## config.mk

```make
export PLATFORM = sky130hd
export DESIGN_NAME = mem_stage
export DESIGN_NICKNAME = d
export VERILOG_FILES = /design/src/rtl/riscv_pkg.sv /design/src/rtl/mem_stage_lsu_align.sv /design/src/rtl/mem_stage.sv
export SDC_FILE = /design/constraint.sdc
export NUM_CORES = 1
export LEC_CHECK = 0
export ABC_AREA = 1
export BUFFER_PORTS_ARGS = -buffer_cell sky130_fd_sc_hd__buf_2
export CORE_UTILIZATION = 40
export CTS_CLUSTER_SIZE = 10
export DETAILED_ROUTE_END_ITERATION = 8
export PLACE_DENSITY = 0.74
export REMOVE_ABC_BUFFERS = 1
export SYNTH_ARGS = -nofsm -noshare
export SYNTH_HDL_FRONTEND = slang
export SYNTH_SLANG_ARGS = --single-unit
```

## constraint.sdc

```tcl
create_clock -name clk -period 1.1 [get_ports clk]
set_input_delay 0.11 -clock clk [delete_from_list [all_inputs] [get_ports clk]]
set_output_delay 0.11 -clock clk [all_outputs]
set_load 0.05 [all_outputs]
```

## src/rtl/riscv_pkg.sv

```systemverilog
// riscv_pkg: shared encodings for the memory stage.
//   - wbsel encodings (WB_MEM / WB_ALU / WB_PC4)
//   - funct3 load/store size codes
//   - memory-stage FSM state enum
package riscv_pkg;

    localparam logic [1:0] WB_MEM = 2'b00;
    localparam logic [1:0] WB_ALU = 2'b01;
    localparam logic [1:0] WB_PC4 = 2'b10;

    localparam logic [2:0] LB  = 3'b000;
    localparam logic [2:0] LH  = 3'b001;
    localparam logic [2:0] LW  = 3'b010;
    localparam logic [2:0] LBU = 3'b100;
    localparam logic [2:0] LHU = 3'b101;
    localparam logic [2:0] SB  = 3'b000;
    localparam logic [2:0] SH  = 3'b001;
    localparam logic [2:0] SW  = 3'b010;

    typedef enum logic {
        S_IDLE = 1'b0,
        S_WAIT = 1'b1
    } mem_state_e;

endpackage

```

## src/rtl/mem_stage_lsu_align.sv

```systemverilog
// lsu_align: combinational byte-lane logic for the memory stage.
//   Store side: byte strobes and lane-replicated write data.
//   Load side : byte/half/word extraction with sign or zero extension.
//   Also flags undefined funct3 codes and misaligned accesses.
// Configuration macro: MEM_MISALIGN_TRAP_EN
//   defined   -> misalign_o flags half accesses with a[0]=1 and word accesses with a!=0
//   undefined -> misalign_o is 0; low address bits are simply ignored
// Ports:
//   funct3_i   : access size/sign code
//   is_store_i : 1 = store, 0 = load
//   addr_lo_i  : effective address bits [1:0]
//   wdata_i    : store data (unshifted)
//   rdata_i    : raw read word from memory
//   wstrb_o    : byte strobes (0 for loads)
//   wdata_o    : lane-replicated store data (0 for loads)
//   rdata_o    : extracted and extended load data
//   legal_o    : funct3 is a defined code for this access direction
//   misalign_o : access is misaligned and must trap
module lsu_align
    import riscv_pkg::*;
#(
    parameter int XLEN = 32
) (
    input  logic [2:0]      funct3_i,
    input  logic            is_store_i,
    input  logic [1:0]      addr_lo_i,
    input  logic [XLEN-1:0] wdata_i,
    input  logic [XLEN-1:0] rdata_i,
    output logic [3:0]      wstrb_o,
    output logic [XLEN-1:0] wdata_o,
    output logic [XLEN-1:0] rdata_o,
    output logic            legal_o,
    output logic            misalign_o
);

    logic [7:0]  byte_sel;
    logic [15:0] half_sel;
    logic        half_acc;
    logic        word_acc;

    always_comb begin
        case (addr_lo_i)
            2'd0:    byte_sel = rdata_i[7:0];
            2'd1:    byte_sel = rdata_i[15:8];
            2'd2:    byte_sel = rdata_i[23:16];
            default: byte_sel = rdata_i[31:24];
        endcase
        half_sel = addr_lo_i[1] ? rdata_i[31:16] : rdata_i[15:0];
    end

    always_comb begin
        wstrb_o = 4'b0000;
        wdata_o = '0;
        rdata_o = '0;
        legal_o = 1'b0;
        if (is_store_i) begin
            case (funct3_i)
                SB: begin
                    legal_o = 1'b1;
                    wstrb_o = 4'b0001 << addr_lo_i;
                    wdata_o = {4{wdata_i[7:0]}};
                end
                SH: begin
                    legal_o = 1'b1;
                    wstrb_o = 4'b0011 << {addr_lo_i[1], 1'b0};
                    wdata_o = {2{wdata_i[15:0]}};
                end
                SW: begin
                    legal_o = 1'b1;
                    wstrb_o = 4'b1111;
                    wdata_o = wdata_i;
                end
                default: legal_o = 1'b0;
            endcase
        end else begin
            case (funct3_i)
                LB: begin
                    legal_o = 1'b1;
                    rdata_o = {{24{byte_sel[7]}}, byte_sel};
                end
                LBU: begin
                    legal_o = 1'b1;
                    rdata_o = {24'd0, byte_sel};
                end
                LH: begin
                    legal_o = 1'b1;
                    rdata_o = {{16{half_sel[15]}}, half_sel};
                end
                LHU: begin
                    legal_o = 1'b1;
                    rdata_o = {16'd0, half_sel};
                end
                LW: begin
                    legal_o = 1'b1;
                    rdata_o = rdata_i;
                end
                default: legal_o = 1'b0;
            endcase
        end
    end

    // Load and store codes share size encoding in funct3[1:0].
    assign half_acc = legal_o & (funct3_i[1:0] == 2'b01);
    assign word_acc = legal_o & (funct3_i[1:0] == 2'b10);

`ifdef MEM_MISALIGN_TRAP_EN
    assign misalign_o = (half_acc & addr_lo_i[0]) | (word_acc & (addr_lo_i != 2'b00));
`else
    logic unused_size;
    assign unused_size = half_acc ^ word_acc;
    assign misalign_o  = 1'b0;
`endif

endmodule

```

## src/rtl/mem_stage.sv

```systemverilog
// mem_stage: memory stage of the 5-stage RISC-V pipeline.
//   Issues loads/stores on a valid/ready data bus, stalls upstream while an
//   access is outstanding, and registers the M/W pipeline fields.
// Configuration macro: MEM_MISALIGN_TRAP_EN (misaligned half/word accesses
//   trap with a one-cycle misalignW pulse instead of being aligned down).
// Ports:
//   clk, rst_n            : clock, async active-low reset
//   regwriteM..pc4M       : E/M pipeline inputs
//   dmem_valid/we/addr/wdata/wstrb, dmem_ready/rdata : data memory bus
//   stallM                : freeze F/D/E and E/M this cycle
//   regwriteW..misalignW  : M/W pipeline outputs
module mem_stage
    import riscv_pkg::*;
#(
    parameter int XLEN = 32
) (
    input  logic            clk,
    input  logic            rst_n,
    input  logic            regwriteM,
    input  logic            memrwM,
    input  logic [1:0]      wbselM,
    input  logic [2:0]      funct3M,
    input  logic [4:0]      rdM,
    input  logic [XLEN-1:0] ALUresM,
    input  logic [XLEN-1:0] data_writeM,
    input  logic [XLEN-1:0] pc4M,
    output logic            dmem_valid,
    output logic            dmem_we,
    output logic [XLEN-1:0] dmem_addr,
    output logic [XLEN-1:0] dmem_wdata,
    output logic [3:0]      dmem_wstrb,
    input  logic            dmem_ready,
    input  logic [XLEN-1:0] dmem_rdata,
    output logic            stallM,
    output logic            regwriteW,
    output logic [1:0]      wbselW,
    output logic [4:0]      rdW,
    output logic [XLEN-1:0] ALUresW,
    output logic [XLEN-1:0] readdataW,
    output logic [XLEN-1:0] pc4W,
    output logic            misalignW
);

    mem_state_e      state_q;
    logic            is_store, is_load, memop, req, done;
    logic            legal, misalign;
    logic [3:0]      strb;
    logic [XLEN-1:0] wdata_lane, rdata_ext;

    logic            regwrite_q, regwrite_d;
    logic [1:0]      wbsel_q;
    logic [4:0]      rd_q;
    logic [XLEN-1:0] alures_q, readdata_q, readdata_d, pc4_q;
    logic            misalign_q, misalign_d;

    assign is_store = memrwM;
    assign is_load  = !memrwM & regwriteM & (wbselM == WB_MEM);
    assign memop    = is_store | is_load;

    lsu_align #(.XLEN(XLEN)) u_align (
        .funct3_i   (funct3M),
        .is_store_i (is_store),
        .addr_lo_i  (ALUresM[1:0]),
        .wdata_i    (data_writeM),
        .rdata_i    (dmem_rdata),
        .wstrb_o    (strb),
        .wdata_o    (wdata_lane),
        .rdata_o    (rdata_ext),
        .legal_o    (legal),
        .misalign_o (misalign)
    );

    assign req = memop & legal & !misalign;

    // Gating with rst_n makes reset drop the request at once, even mid-WAIT.
    // In WAIT the E/M inputs are frozen by stallM, so the bus stays stable.
    assign dmem_valid = rst_n & (req | (state_q == S_WAIT));
    assign dmem_we    = dmem_valid & is_store;
    assign dmem_addr  = {ALUresM[XLEN-1:2], 2'b00};
    assign dmem_wdata = wdata_lane;
    assign dmem_wstrb = dmem_we ? strb : 4'b0000;
    assign stallM     = dmem_valid & !dmem_ready;
    assign done       = dmem_valid & dmem_ready;

    always_ff @(posedge clk or negedge rst_n) begin
        if (!rst_n) begin
            state_q <= S_IDLE;
        end else begin
            case (state_q)
                S_IDLE:  if (stallM) state_q <= S_WAIT;
                S_WAIT:  if (dmem_ready) state_q <= S_IDLE;
                default: state_q <= S_IDLE;
            endcase
        end
    end

    always_comb begin
        regwrite_d = regwriteM & !(memop & (!legal | misalign));
        misalign_d = memop & misalign;
        readdata_d = readdata_q;
        if (is_load & done)
            readdata_d = rdata_ext;
    end

    always_ff @(posedge clk or negedge rst_n) begin
        if (!rst_n) begin
            regwrite_q <= 1'b0;
            wbsel_q    <= 2'b00;
            rd_q       <= 5'd0;
            alures_q   <= '0;
            readdata_q <= '0;
            pc4_q      <= '0;
            misalign_q <= 1'b0;
        end else if (stallM) begin
            // bubble: only the write enable and trap pulse are cleared
            regwrite_q <= 1'b0;
            misalign_q <= 1'b0;
        end else begin
            regwrite_q <= regwrite_d;
            wbsel_q    <= wbselM;
            rd_q       <= rdM;
            alures_q   <= ALUresM;
            readdata_q <= readdata_d;
            pc4_q      <= pc4M;
            misalign_q <= misalign_d;
        end
    end

    assign regwriteW = regwrite_q;
    assign wbselW    = wbsel_q;
    assign rdW       = rd_q;
    assign ALUresW   = alures_q;
    assign readdataW = readdata_q;
    assign pc4W      = pc4_q;
    assign misalignW = misalign_q;

endmodule
```

==> metrics.yaml <==
status: "finished, violations left"
violations: "negative setup slack"
synth_top_cell_area_share_pct: 41.30
final_util_pct: 73.74
wl_per_cell_um: 19.03
core_sq_mm: 0.01537
worstSetupPathType: "flip-flop to flip-flop"
start_util_pct: 41.39
area_growth_pct: 78.15
drive_gt1_share_pct: 43.53
synth_cell_types: 27
first_pass_iters: 5
ys_top_cells_by_area: "dfrtp_1 (41%), nand2_1 (20%), nand4_1 (7.0%)"
gr-usage-all-layers_pct: 32.76
dr_total_vias: 8438
critPathArrivalTime_ns: 1.81
seq_area_frac_synth_pct: 41.30
comb_power_share_pct: 39.6
clock_skew_ns: 0.007722
layout_commonest_cell: "nand2_1"
die_height_um: 128.1
tightest_slew_ns: 0.5349
place_area_sq_mm: 0.008413
dieArea_sq_mm: 0.01641
swShare_pct: 39.29
cts-htree-levels: 3
p_switching_uw: 5114
ant_nets: 0
wirelength_um: 29490
maxCapViolations: 0
end_kind: "flip-flop"
std_cell_rows: 45
cts_buffers: 9
placed_cells: 1421
min_period_ns: 1.565
syn_inst: 911
worstPathRequired_ns: 1.35
hold_class: "primary input to flip-flop"
gp_congestion: 0.8898
finalHoldViolations: 0
grt_pass1_vias: 7954
clkTransAtPathRegs_ns: 0.08
layout.nets: 1475
rsz0062_at_grt: "yes"
dp_hpwl_um: 15630
grt_pass1_wl_um: 41410
drv_slew: 0
maxSlewHeadroom_pct: 64.34
antenna_found_initial: 1
layout_common_cells: "nand2_1 (268), buf_2 (176), buf_4 (124)"
cts_max_path_buffers: 2
yosysTopAreaCell: "dfrtp_1"
p_leak_uw: 0.006202
cts_sinks: 105
period_share_pct: 142.3
synth_area_sq_mm: 0.006362
timing.final.ws_setup_ns: -0.4653
ys_warn_count: 0
cts.root.buffer_cell: "clkbuf_16"
clk_latency_ns: 0.37
startpoint_type: "flip-flop"
hold_slack_ns: 0.005246
finalSetupTns_ns: -41.37
grt-ovfl-total: 0
vdd_drop_max_v: 0.0009857
io-pin-count: 319
chipWidth_um: 128.1
crit_fanout: 7
fin_cells: 1549
powerDensity_mw_per_mm2: 1148
timing.fmax_mhz: 638.9
grt_max_degree: 57
fin_area_sq_mm: 0.01133
setup_viol: 137
numPortBuffers: 315
ys_ff_latch: 105
cts_tree: "done"
drt_drc_violations_left: 0
vias_per_cell: 5.447
power_frac_seq_pct: 33.5
pwr-share-clk_pct: 26.9
syn_area_per_cell_sq_um: 6.984
drt-initial-drc-count: 818
internal-power_uw: 7902
## registers in the layout, summed over array words and instances (netlist names)
| register | flops |
|---|---|
| regwriteW | 1 |
| ALUresW | 32 |
| pc4W | 32 |
| rdW | 5 |
| state_q | 1 |
| wbselW | 2 |
| readdataW | 32 |
## power by group through the flow
| stage | Combinational [uW] | Sequential, uW | Clock (uW) |
|---|---|---|---|
| final | 5150 | 4360 | 3500 |
| after floorplan | 1040 | 5420 | 0 |
| after detailed placement | 3800 | 4370 | 0 |
| after global placement | 3770 | 4370 | 0 |
| after CTS | 4750 | 4310 | 3490 |
| after global routing | 5380 | 4390 | 3680 |
## logic make-up (layout without fill, tap and decap cells)
family / after synthesis / after routing / synth area share, %
AO/OA/AOI/OAI: 65 / 65 / 6.254
buffers and inverters: 177 / 601 / 13.83
AND/OR/NAND/NOR: 563 / 563 / 38.56
flip-flops: 105 / 105 / 41.30
other: 1 / 4 / 0.05894
## per-layer routing
metal	global-route usage, %	share of wire [%]	vias to the layer above	wire length (um)
met1	38.82	37	3959	10860
li1	-	-	3741	-
met5	0	0	-	0
met2	55.59	49	572	14360
met3	7.429	8.1	166	2399
met4	16.89	6.3	0	1862
## timing repair
action                     4_1_cts  5_1_grt
hold buffers                    72        0
gates cloned                    17        0
buffers inserted                24        6
hold endpoints to repair       175        0
setup endpoints to repair      173      204
gates resized for setup        250      202
pin swaps                       16       18
## worst max-delay path, cell delays in order, from the launching register on
cell and delay [ns]:
dfrtp_1 0.37, inv_2 0.07, buf_4 0.14, nand2_4 0.07, nand3_4 0.09, buf_12 0.16, buf_4 0.14, bufbuf_16 0.27
nand2_2 0.06, nand2_1 0.06
## synthesized netlist by cell type
cell type	number
nand2_1	339
dfrtp_1	105
nand3_1	77
inv_1	73
nand4_1	71
nor2_1	64
buf_4	36
a21oi_1	34
clkbuf_1	32
buf_2	22
o21ai_0	10
a22oi_1	7
a32o_1	7
buf_6	7
inv_2	6
a31oi_1	4
nand3_2	3
nor2_4	3
nand2_2	2
nand2_4	2
a21oi_4	1
clkinv_1	1
conb_1	1
nor2_2	1
o21ai_1	1
o21ai_2	1
or2_1	1
## area by class of cell
cell class                      count  area, sq um
Timing Repair inverter              1        16.27
Timing Repair Buffer              504         4466
Fill cell                        1029         4036
Antenna cell                        1        2.502
Multi-Input combinational cell    631         3307
Sequential cell                   105         2628
Inverter                           80        340.3
Clock buffer                        9        225.2
Tap cell                          211        264.0
Clock inverter                      7        86.33
## path summary, 6_finish.rpt
kind	startpoint	end	slack, ns	cells after the start
worst min-delay path	ALUresM[6]	ALUresW[6]	0.005	3
worst min register to register	readdataW[22]	readdataW[22]	0.48	2
worst max-delay path	state_q	pc4W[16]	-0.47	9
max in group asynchronous	rst_n	pc4W[7]	0.50	4
worst max register to register	state_q	pc4W[16]	-0.47	9
min in group asynchronous	rst_n	ALUresW[3]	0.16	3
## through the flow
step / setup slack, ns / total power [uW]
6_report: -0.4653 / 13020
2_1_floorplan: -1.584 / 6457
4_1_cts: -0.3595 / 12560
5_1_grt: -0.5237 / 13440
3_5_place_dp: -0.4333 / 8175
3_3_place_gp: -0.4146 / 8143
Note: power is estimated with default switching activity, not from simulation.
